`src/rtl/alu_pkg.sv`:
```
// rtl/alu_pkg.sv - shared ALU control codes, arbiter states and requester count
package alu_pkg;

  localparam int NUM_REQ = 2;

  typedef enum logic [2:0] {
    ADD = 3'b000,
    SUB = 3'b001,
    AND = 3'b010,
    OR  = 3'b011,
    SLL = 3'b101
  } alu_ctrl_t;

  typedef enum logic [1:0] {
    IDLE,
    EXEC,
    RESP
  } arb_state_t;

endpackage

```
`src/rtl/alu_arbiter_if.sv`:
```
// rtl/alu_arbiter_if.sv - request/response handshake bundle between requesters and the ALU arbiter
interface alu_arbiter_if #(
  parameter int DATA_WIDTH = 32
);
  import alu_pkg::*;

  logic [NUM_REQ-1:0]                 req_valid;
  logic [NUM_REQ-1:0]                 req_ready;
  logic [NUM_REQ-1:0][DATA_WIDTH-1:0] req_op1;
  logic [NUM_REQ-1:0][DATA_WIDTH-1:0] req_op2;
  logic [NUM_REQ-1:0][2:0]            req_ctrl;

  logic                  rsp_valid;
  logic                  rsp_ready;
  logic                  rsp_id;
  logic [DATA_WIDTH-1:0] rsp_sum;
  logic                  rsp_eq;

  modport master (
    output req_valid, req_op1, req_op2, req_ctrl, rsp_ready,
    input  req_ready, rsp_valid, rsp_id, rsp_sum, rsp_eq
  );

  modport slave (
    input  req_valid, req_op1, req_op2, req_ctrl, rsp_ready,
    output req_ready, rsp_valid, rsp_id, rsp_sum, rsp_eq
  );

endinterface

```
`src/rtl/rr_arbiter2.sv`:
```
// rtl/rr_arbiter2.sv - two-way round-robin grant, purely combinational
module rr_arbiter2 (
  input  logic [1:0] req,
  input  logic       last,
  output logic [1:0] gnt,
  output logic       gnt_idx
);

  always_comb begin
    gnt     = 2'b00;
    gnt_idx = 1'b0;
    // On a tie the requester that did not win last time gets the slot
    if (req == 2'b11) begin
      gnt_idx = ~last;
      gnt     = last ? 2'b01 : 2'b10;
    end else if (req[0]) begin
      gnt_idx = 1'b0;
      gnt     = 2'b01;
    end else if (req[1]) begin
      gnt_idx = 1'b1;
      gnt     = 2'b10;
    end
  end

endmodule

```
`src/rtl/alu_arbiter.sv`:
```
// rtl/alu_arbiter.sv - round-robin sharing of one combinational ALU between two requesters
module alu_arbiter
  import alu_pkg::*;
#(
  parameter int DATA_WIDTH = 32
) (
  input  logic                  clk,
  input  logic                  rst,
  alu_arbiter_if.slave          bus,
  output logic [DATA_WIDTH-1:0] alu_op1,
  output logic [DATA_WIDTH-1:0] alu_op2,
  output logic [2:0]            alu_ctrl,
  input  logic [DATA_WIDTH-1:0] alu_sum,
  input  logic                  alu_eq
);

  arb_state_t            state, state_nxt;
  logic                  last_gnt;
  logic [1:0]            gnt;
  logic                  gnt_idx;
  logic                  accept;
  logic [DATA_WIDTH-1:0] op1_q, op2_q, sum_q;
  logic [2:0]            ctrl_q;
  logic                  id_q, eq_q;

  rr_arbiter2 u_rr (
    .req     (bus.req_valid),
    .last    (last_gnt),
    .gnt     (gnt),
    .gnt_idx (gnt_idx)
  );

  always_ff @(posedge clk or posedge rst) begin
    if (rst) state <= IDLE;
    else     state <= state_nxt;
  end

  // req_ready is a function of req_valid and state only; rsp_ready never reaches it
  always_comb begin
    state_nxt     = state;
    bus.req_ready = 2'b00;
    accept        = 1'b0;
    case (state)
      IDLE: begin
        if (!rst) bus.req_ready = gnt;
        accept = |gnt;
        if (accept) state_nxt = EXEC;
      end
      EXEC:    state_nxt = RESP;
      RESP:    if (bus.rsp_ready) state_nxt = IDLE;
      default: state_nxt = IDLE;
    endcase
  end

  always_ff @(posedge clk or posedge rst) begin
    if (rst) begin
      op1_q    <= '0;
      op2_q    <= '0;
      ctrl_q   <= 3'b000;
      id_q     <= 1'b0;
      last_gnt <= 1'b1;
      sum_q    <= '0;
      eq_q     <= 1'b0;
    end else begin
      if (accept) begin
        op1_q    <= bus.req_op1[gnt_idx];
        op2_q    <= bus.req_op2[gnt_idx];
        ctrl_q   <= bus.req_ctrl[gnt_idx];
        id_q     <= gnt_idx;
        last_gnt <= gnt_idx;
      end
      if (state == EXEC) begin
        sum_q <= alu_sum;
        eq_q  <= alu_eq;
      end
    end
  end

  assign alu_op1       = op1_q;
  assign alu_op2       = op2_q;
  assign alu_ctrl      = ctrl_q;
  assign bus.rsp_valid = (state == RESP);
  assign bus.rsp_id    = id_q;
  assign bus.rsp_sum   = sum_q;
  assign bus.rsp_eq    = eq_q;

endmodule
```
`src/flat_wrapper.sv`:
```
// flat-port wrapper written by rule: the top's interface ports become plain ports
module alu_arbiter_flat import alu_pkg::*;
#(
  parameter int DATA_WIDTH = 32
)
  (clk, rst, alu_op1, alu_op2, alu_ctrl, alu_sum, alu_eq, bus_req_valid, bus_req_op1, bus_req_op2, bus_req_ctrl, bus_rsp_ready, bus_req_ready, bus_rsp_valid, bus_rsp_id, bus_rsp_sum, bus_rsp_eq);
  alu_arbiter_if #(.DATA_WIDTH(DATA_WIDTH)) bus_i ();
  input  logic clk;
  input  logic rst;
  output logic [DATA_WIDTH-1:0] alu_op1;
  output logic [DATA_WIDTH-1:0] alu_op2;
  output logic [2:0] alu_ctrl;
  input  logic [DATA_WIDTH-1:0] alu_sum;
  input  logic alu_eq;
  input wire logic [$bits(bus_i.req_valid)-1:0] bus_req_valid;
  input wire logic [$bits(bus_i.req_op1)-1:0] bus_req_op1;
  input wire logic [$bits(bus_i.req_op2)-1:0] bus_req_op2;
  input wire logic [$bits(bus_i.req_ctrl)-1:0] bus_req_ctrl;
  input wire logic [$bits(bus_i.rsp_ready)-1:0] bus_rsp_ready;
  output wire logic [$bits(bus_i.req_ready)-1:0] bus_req_ready;
  output wire logic [$bits(bus_i.rsp_valid)-1:0] bus_rsp_valid;
  output wire logic [$bits(bus_i.rsp_id)-1:0] bus_rsp_id;
  output wire logic [$bits(bus_i.rsp_sum)-1:0] bus_rsp_sum;
  output wire logic [$bits(bus_i.rsp_eq)-1:0] bus_rsp_eq;
  assign bus_i.req_valid = bus_req_valid;
  assign bus_i.req_op1 = bus_req_op1;
  assign bus_i.req_op2 = bus_req_op2;
  assign bus_i.req_ctrl = bus_req_ctrl;
  assign bus_i.rsp_ready = bus_rsp_ready;
  assign bus_req_ready = bus_i.req_ready;
  assign bus_rsp_valid = bus_i.rsp_valid;
  assign bus_rsp_id = bus_i.rsp_id;
  assign bus_rsp_sum = bus_i.rsp_sum;
  assign bus_rsp_eq = bus_i.rsp_eq;
  alu_arbiter #(.DATA_WIDTH(DATA_WIDTH)) u_core (.clk(clk), .rst(rst), .bus(bus_i), .alu_op1(alu_op1), .alu_op2(alu_op2), .alu_ctrl(alu_ctrl), .alu_sum(alu_sum), .alu_eq(alu_eq));
endmodule
```
`config.mk`:
```
export PLATFORM = sky130hd
export DESIGN_NAME = alu_arbiter_flat
export DESIGN_NICKNAME = d
export VERILOG_FILES = /design/src/rtl/alu_pkg.sv /design/src/rtl/alu_arbiter_if.sv /design/src/rtl/rr_arbiter2.sv /design/src/rtl/alu_arbiter.sv /design/src/flat_wrapper.sv
export SDC_FILE = /design/constraint.sdc
export NUM_CORES = 1
export LEC_CHECK = 0
export ABC_AREA = 1
export CAP_MARGIN = 20
export CELL_PAD_IN_SITES_DETAIL_PLACEMENT = 0
export CELL_PAD_IN_SITES_GLOBAL_PLACEMENT = 1
export CORE_MARGIN = 2
export CORE_UTILIZATION = 27
export DETAILED_ROUTE_END_ITERATION = 8
export GPL_TIMING_DRIVEN = 0
export PLACE_DENSITY = 0.91
export SLEW_MARGIN = 20
export SYNTH_ARGS = -nofsm -noshare
export SYNTH_HDL_FRONTEND = slang
export SYNTH_SLANG_ARGS = --single-unit
```
`constraint.sdc`:
```
create_clock -name clk -period 4 [get_ports clk]
set_input_delay 0.4 -clock clk [delete_from_list [all_inputs] [get_ports clk]]
set_output_delay 0.4 -clock clk [all_outputs]
set_load 0.01 [all_outputs]
```
# Word-level counts from Yosys, hierarchy flattened
# Index checks and enable logic that the tools add are counted.
classes:
  reduce_logical: 3
  muxes: 19
  magnitude_cmp: 1
  eq_ne: 5
  n_bitwise: 1
ops:
  columns: ["op", "n"]
  rows:
  - ["32-bit 2-to-1 mux", 4]
  - ["2-bit 2-to-1 mux", 8]
  - ["3-bit 2-to-1 mux", 2]
  - ["2-bit case mux with 3 select lines", 1]
  - ["2-bit equality test, second input constant", 2]
  - ["1-bit 2-to-1 mux", 4]
  - ["2-bit by 1-bit equality test with 1-bit output, second input constant", 1]
  - ["2-bit zero test", 1]
  - ["1-bit by 2-bit < comparator with 1-bit output, second input constant", 1]
  - ["2-bit by 1-bit inequality test with 1-bit output, second input constant", 1]
  - ["2-bit inequality test, second input constant", 1]
  - ["2-bit AND reduction", 1]
  - ["2-bit OR reduction", 1]
  - ["1-bit NOT", 1]
word_totals:
  in_bits: 172
  regBits: 104
  output_inout_bits: 104
  word_cells: 37

# Logic depth before layout (Yosys ltp)
# Gate-level depths: netlist of the first run.
logic_depth:
  word_depth: 6
  ltp_mapped: 9
  mapped_depth_nobuf: 6

# By module
# Synthesis of the first run repeated with hierarchy kept, for this count alone.
unflattened:
  hier_cells: 673
  hier_area_um2: 4874.7
modules_own_cells:
  columns: ["module", "area_each_um2", "cells_each", "seq_area_each_um2", "instances"]
  rows:
  - ["alu_arbiter", 4845.9, 667, 2603.7, 1]
  - ["rr_arbiter2", 28.8, 6, 0.0, 1]

# Least setup slack after synthesis of the first run
# Ideal clock, no wire load.
synth_path:
  kind: "input to output"
  startpoint: "in rst"
  endpoint: "out bus_req_ready[0]"
  stages: 3
  required_time_ns: 3.600
  arrival_ns: 3.107
  path_buffers: 0
  setup_slack_ns: 0.493
  path_cell_list: "inv_1 nand3_1 nor2_1"
synth_via:
  elab_chain_cells: 2
synth_rtl:
  columns: ["element", "line_no", "text"]
  rows:
  - ["start, declared", "flat_wrapper.sv:9", "input logic rst;"]
  - ["2-bit 2-to-1 mux", "alu_arbiter.sv:45", "if (!rst) bus.req_ready = gnt;"]
  - ["2-bit 2-to-1 mux", "alu_arbiter.sv:43", "case (state)"]
  - ["end, declared", "flat_wrapper.sv:20", "output wire logic [$bits(bus_i.req_ready)-1:0] bus_req_ready;"]
# No other way between the ends.

# Worst setup path after layout of the first run
# Same ends and word-level chain as after synthesis.

==> run_results.csv, run 1 <==
group,metric,value,unit
yosys,ys_seq_area_share,49.3,%
power,ir_drop,0.342,mV
place,dp_cells,1281,
timing,period_needed,2.92,ns
yosys,ys_seq_elements,104,
drt,viasPerCell,4.29,
timing,clock.fmax,342,MHz
yosys,yosys.cell_types.count,16,
final_layout,final_cell_mix,"274 x clkdlybuf4s50_1, 273 x nand2_1, 169 x nand3_1, 136 x inv_1, 103 x dfrtp_1",
grt,grt_pass1_vias,5433,
cts,insertion_delay,0.35,ns
final_layout,stdcell_count,1297,
timing,rsz0062_at_grt,"false",
yosys,syn_nets,913,
timing,clock_skew,0.00750,ns
cts,cts_tree,"done",
place,dp_hpwl,14100,microns
yosys,synth_warnings,0,
drt,drtPass1Iterations,5,
cts,clkSlewWorstSetupHoldPaths,0.07,ns
cts,clock_sinks,104,
cts,clk_path_buf_depth,2,
setup_path,cpLargestDelayFamily,"buffers and inverters",
timing,tightest_slew,0.746,ns
floorplanning,die_width,144,microns
yosys,synth.area.top_cells,"dfrtp_1 49%, nand2_1 19%, nand3_1 16%",
yosys,avgSynthCellArea,7.13,sq um
final_layout,multi_input_area,1920,sq um
cts,cts_resized,0,
final_layout,layout_commonest_cell,"clkdlybuf4s50_1",
drt,drt_iter0_drc,166,
timing,setup_viol_count_final,0,
status,status,"completed",
cts,postCtsSetupBuffers,0,
yosys,synth_top_area_share,48.8,%
cts,ctsRootBufferMaster,"clkbuf_16",
setup_path,crit_slowest_cell,"clkdlybuf4s50_1",
floorplanning,die_y,144,microns
cts,postCtsHoldBufs,0,
drt,drc_errors,0,
final_layout,final_nets,1199,
final_layout,fin_util,44.8,%
place,port_buffers,274,
timing,slew_viol_final,0,
place,placedInstanceArea,8390,sq um
setup_path,worst_path_most_repeated_cell,"clkdlybuf4s50_1",
power,leakagePower,4.51,nW
yosys,synth_area,5280,sq um
setup_path,cp.buffers_inverters,4,
yosys,synth_cells,741,
setup_path,cpPeakStageDelay,0.58,ns
timing,post-route-period-util,73.1,%
yosys,yosysTopAreaCell,"dfrtp_1",
setup_path,cp-start-kind,"primary input",
run,max_cap_violations,0,
final_layout,seqCellArea,2600,sq um
timing,hold_viol,0,
drt,ant_nets,0,
final_layout,diodes,0,
place,place_congestion,0.785,
final_layout,area_growth,64.0,%
final_layout,post-route-cell-area,8660,sq um
setup_path,worstPathRequired,3.60,ns
grt,antenna_found_initial,0,
cts,cts_buffers,9,
grt,grt_pass1_wl,29300,microns
grt,grt.total_usage,18.4,%
setup_path,path_cells,"clkdlybuf4s50_1 -> inv_6 -> buf_16 -> nand3_1 -> nor2_1 -> clkdlybuf4s50_1",
setup_path,end_kind,"output port",
hold_path,hp-class,"primary input to async pin",
floorplanning,num_rows,51,
floorplanning,io_pins,276,
final_layout,fillers,1995,
floorplanning,core_area,19300,sq um
cts,htreeDepth,3,
grt,grt.overflow.total,0,
setup_path,cp_data_arrival_time,2.52,ns
setup_path,crit_path_max_fanout,56,
final_layout,drive_above_1_share,5.14,%
grt,grt_max_degree,57,
drt,wl,18600,microns
floorplanning,die_area,20700,sq um
floorplanning,start_util,27.3,%
drt,wl_per_cell,14.4,microns
timing,slew-limit-headroom,50.3,%
drt,num_vias,5566,
power,power.density,662,nW/um^2
setup_path,worstSetupPathType,"primary input to output port",
[worst reg2reg max path, cell delays in order, from the launching register on]
cell     delay (ns)
dfstp_2        0.54
nand2_1        0.16
nand2_2        0.16
buf_4          0.21
buf_2          0.27
nand2_1        0.08
nand3_1        0.11
nand2_1        0.06
[sequential cells by signal, indices dropped and copies added (netlist names)]
| signal | cells |
|---|---|
| u_core.state | 2 |
| u_core.alu_op2 | 32 |
| u_core.last_gnt | 1 |
| u_core.bus.rsp_id | 1 |
| u_core.bus.rsp_eq | 1 |
| u_core.alu_op1 | 32 |
| u_core.bus.rsp_sum | 32 |
| u_core.alu_ctrl | 3 |
[logic make-up after synthesis]
family,share of synthesized area (%)
AND/OR/NAND/NOR,36.2
buffers and inverters,14.3
flip-flops,49.3
AO/OA/AOI/OAI,0.189
[cells in the mapped netlist]
library cell / count
buf_6: 3
nand3_1: 169
clkbuf_1: 15
dfstp_2: 1
inv_2: 3
inv_1: 137
nor2_1: 3
o21ai_0: 2
nand2_1: 273
nand2_2: 2
dfrtp_1: 103
buf_4: 2
nor2_2: 1
buf_2: 23
nor2_4: 1
buf_1: 3
[layer usage]
layer,track usage [%],vias to the layer above,part of all wire (%)
met4,4.80,0,1.6
met5,0,-,0
li1,-,2794,-
met1,22.2,2562,42
met2,31.5,192,48
met3,6.00,18,8.6
[worst paths after layout]
path | start | end | slack [ns] | cells past startpoint
setup / recovery | rst | bus_req_ready[0] | 1.08 | 6
hold / removal | rst | u_core.bus.rsp_sum[2]$_DFFE_PP0N_ | 0.45 | 2
hold reg to reg | u_core.bus.rsp_sum[19]$_DFFE_PP0N_ | u_core.bus.rsp_sum[19]$_DFFE_PP0N_ | 0.47 | 2
setup reg to reg | u_core.last_gnt$_DFFE_PP1P_ | u_core.alu_op1[8]$_DFFE_PP0P_ | 2.31 | 7
max in group asynchronous | rst | u_core.alu_op1[23]$_DFFE_PP0P_ | 2.89 | 3
min in group clk | u_core.bus.rsp_sum[19]$_DFFE_PP0N_ | u_core.bus.rsp_sum[19]$_DFFE_PP0N_ | 0.47 | 2
[metrics by stage]
step                      TNS [ns]  worst slack, ns  hold slack [ns]  total power [mW]
after global placement     -108.78            -1.96            0.452              4.90
after CTS                        0            0.960            0.476              5.83
after floorplan                  0            0.493            0.453              3.26
final                            0             1.08            0.451              5.73
after global routing             0            0.816            0.496              6.20
after detailed placement         0            0.984            0.458              4.95
[report_power, final]
group          internal, mW  switching [mW]  total, mW  leakage (nW)
sequential             1.59           0.279       1.87          1.27
combinational          1.48            1.54       3.02          3.11
clock                 0.427           0.417      0.844         0.133
total                  3.50            2.24       5.73          4.51
[area by class of cell]
class                           instances  share of cell area, %
Timing Repair Buffer                  275                   32.0
Clock buffer                           10                   2.64
Multi-Input combinational cell        451                   22.2
Tap cell                              265                   3.83
Buffer                                 46                   2.67
Sequential cell                       104                   30.1
Clock inverter                          6                  0.506
Inverter                              140                   6.12
(Power assumes the default switching activity.)
==> run 2, diff against run 1 <==
clock period = 2.9 ns   (was 4 ns; I/O delays follow)
==> run 2 against run 1 <==
Against the previous run:
- critical path depth unchanged
- register-to-register slack worse by 1.1 ns
- core utilization up 0.21 points
- first-iteration DRC count up 46%
- hold slack worse by 0.016 ns
- combinational power up 38%
- sequential share of layout area down 0.14 points
- clock power up 40%
- clock skew up 0.0014 ns
- power up 38%
- largest cell class unchanged
- highest routed layer unchanged
==> run_results.csv, run 2 (synthesized netlist as in run 1, its figures left out) <==
group,metric,value,unit
power,power.density,911,nW/um^2
timing,period_needed,2.74,ns
timing,rsz0062_at_grt,"false",
cts,clkSlewWorstSetupHoldPaths,0.08,ns
floorplanning,io_pins,276,
floorplanning,die_area,20700,sq um
final_layout,multi_input_area,1920,sq um
setup_path,reg2reg_depth,7,
drt,wl,19000,microns
drt,num_vias,5554,
grt,grt.overflow.total,0,
grt,grt_pass1_wl,28600,microns
status,status,"completed",
grt,grt_max_degree,33,
setup_path,reg2reg_slack,1.21,ns
final_layout,area_growth,64.8,%
cts,cts_tree,"done",
setup_path,worstSetupPathType,"primary input to output port",
final_layout,final_cell_mix,"274 x clkdlybuf4s50_1, 273 x nand2_1, 169 x nand3_1, 136 x inv_1, 103 x dfrtp_1",
drt,drtPass1Iterations,4,
timing,holdWs,0.435,ns
place,dp_hpwl,14500,microns
floorplanning,core_area,19300,sq um
drt,ant_nets,0,
timing,clock.fmax,364,MHz
floorplanning,die_y,144,microns
floorplanning,num_rows,51,
run,max_cap_violations,0,
setup_path,r2r_start,"u_core.last_gnt$_DFFE_PP1P_",
setup_path,reg2reg_to,"u_core.alu_op1[8]$_DFFE_PP0P_",
place,port_buffers,274,
floorplanning,die_width,144,microns
cts,htreeDepth,3,
timing,slew-limit-headroom,52.8,%
drt,drt_iter0_drc,242,
drt,viasPerCell,4.27,
setup_path,crit_start,"rst",
timing,post-route-period-util,94.7,%
cts,clock_sinks,104,
setup_path,worstPathRequired,2.61,ns
drt,drc_errors,0,
power,ir_drop,0.343,mV
timing,hold_viol,0,
setup_path,cp_data_arrival_time,2.45,ns
cts,insertion_delay,0.35,ns
power,leakagePower,4.53,nW
final_layout,fillers,1975,
timing,tightest_slew,0.705,ns
cts,cts_resized,0,
cts,clk_path_buf_depth,2,
final_layout,post-route-cell-area,8700,sq um
grt,antenna_found_initial,0,
drt,wl_per_cell,14.6,microns
timing,setup_viol_count_final,0,
setup_path,end_kind,"output port",
final_layout,final_nets,1202,
grt,grt_pass1_vias,5258,
setup_path,crit_path_max_fanout,25,
hold_path,hp-class,"primary input to async pin",
grt,grt.total_usage,18.1,%
cts,cts_buffers,9,
place,placedInstanceArea,8420,sq um
final_layout,drive_above_1_share,5.51,%
final_layout,layout_commonest_cell,"clkdlybuf4s50_1",
floorplanning,start_util,27.3,%
place,place_congestion,0.775,
setup_path,endpoint,"bus_req_ready[0]",
final_layout,diodes,0,
cts,ctsRootBufferMaster,"clkbuf_16",
timing,clock_skew,0.00890,ns
setup_path,cp-start-kind,"primary input",
timing,slew_viol_final,0,
final_layout,seqCellArea,2600,sq um
run 2: final cells by class:
class                      instances  area share (%)
clock buffer                       9            2.59
clock inverter                     7           0.604
timing repair inverter             1          0.0575
inverter                         140            6.08
timing repair buffer             277            32.2
sequential                       104            29.9
buffer                            46            2.66
multi-input combinational        451            22.1
tap                              265            3.81
run 2: stage by stage:
stage	utilization, %	TNS [ns]	setup WS (ns)	cells	total power, mW
finish	45.0	0	0.155	1300	7.93
global route	45.0	0	0.0498	1300	8.56
CTS	45.0	0	0.0640	1299	8.06
detailed placement	43.6	0	0.0717	1283	6.84
global placement	43.2	-3.49	-1.76	1280	6.77
floorplan	-	0	0.380	741	4.50
run 2: worst min path at each step:
| stage | from | end | slack [ns] | cells after the start |
|---|---|---|---|---|
| after detailed placement | u_core.bus.rsp_sum[23]$_DFFE_PP0N_ | u_core.bus.rsp_sum[23]$_DFFE_PP0N_ | 0.46 | 2 |
| after floorplan | bus_rsp_ready | u_core.state[1]$_DFFE_PP0P_ | 0.40 | 1 |
| final | rst | u_core.bus.rsp_sum[4]$_DFFE_PP0N_ | 0.43 | 2 |
| after global placement | u_core.bus.rsp_sum[11]$_DFFE_PP0N_ | u_core.bus.rsp_sum[11]$_DFFE_PP0N_ | 0.45 | 2 |
| after CTS | rst | u_core.bus.rsp_sum[3]$_DFFE_PP0N_ | 0.36 | 2 |
| after global routing | rst | u_core.bus.rsp_sum[3]$_DFFE_PP0N_ | 0.45 | 2 |
run 2: metal layers:
layer	up-vias	wire, microns	GRT usage [%]
met2	206	9030	30.8
met3	12	1740	5.56
li1	2810	-	-
met4	0	246	5.37
met1	2526	7970	22.1
met5	-	0	0
run 2: power breakdown:
group	internal, mW	switching [mW]	leakage (nW)	total, mW
sequential	2.19	0.390	1.27	2.58
clock	0.591	0.590	0.137	1.18
combinational	2.05	2.13	3.12	4.17
total	4.83	3.11	4.53	7.93
run 2: what timing repair did:
item	4_1_cts	5_1_grt
setup endpoints to repair	0	2
hold buffers	0	0
hold endpoints to repair	0	0
buffers inserted	0	0
run 2: worst max-delay path, cell delays in order:
cell and delay, ns:
clkdlybuf4s50_1 0.63, clkinvlp_4 0.42, buf_12 0.30, nand3_1 0.20
nor2_1 0.09, clkdlybuf4s50_1 0.52
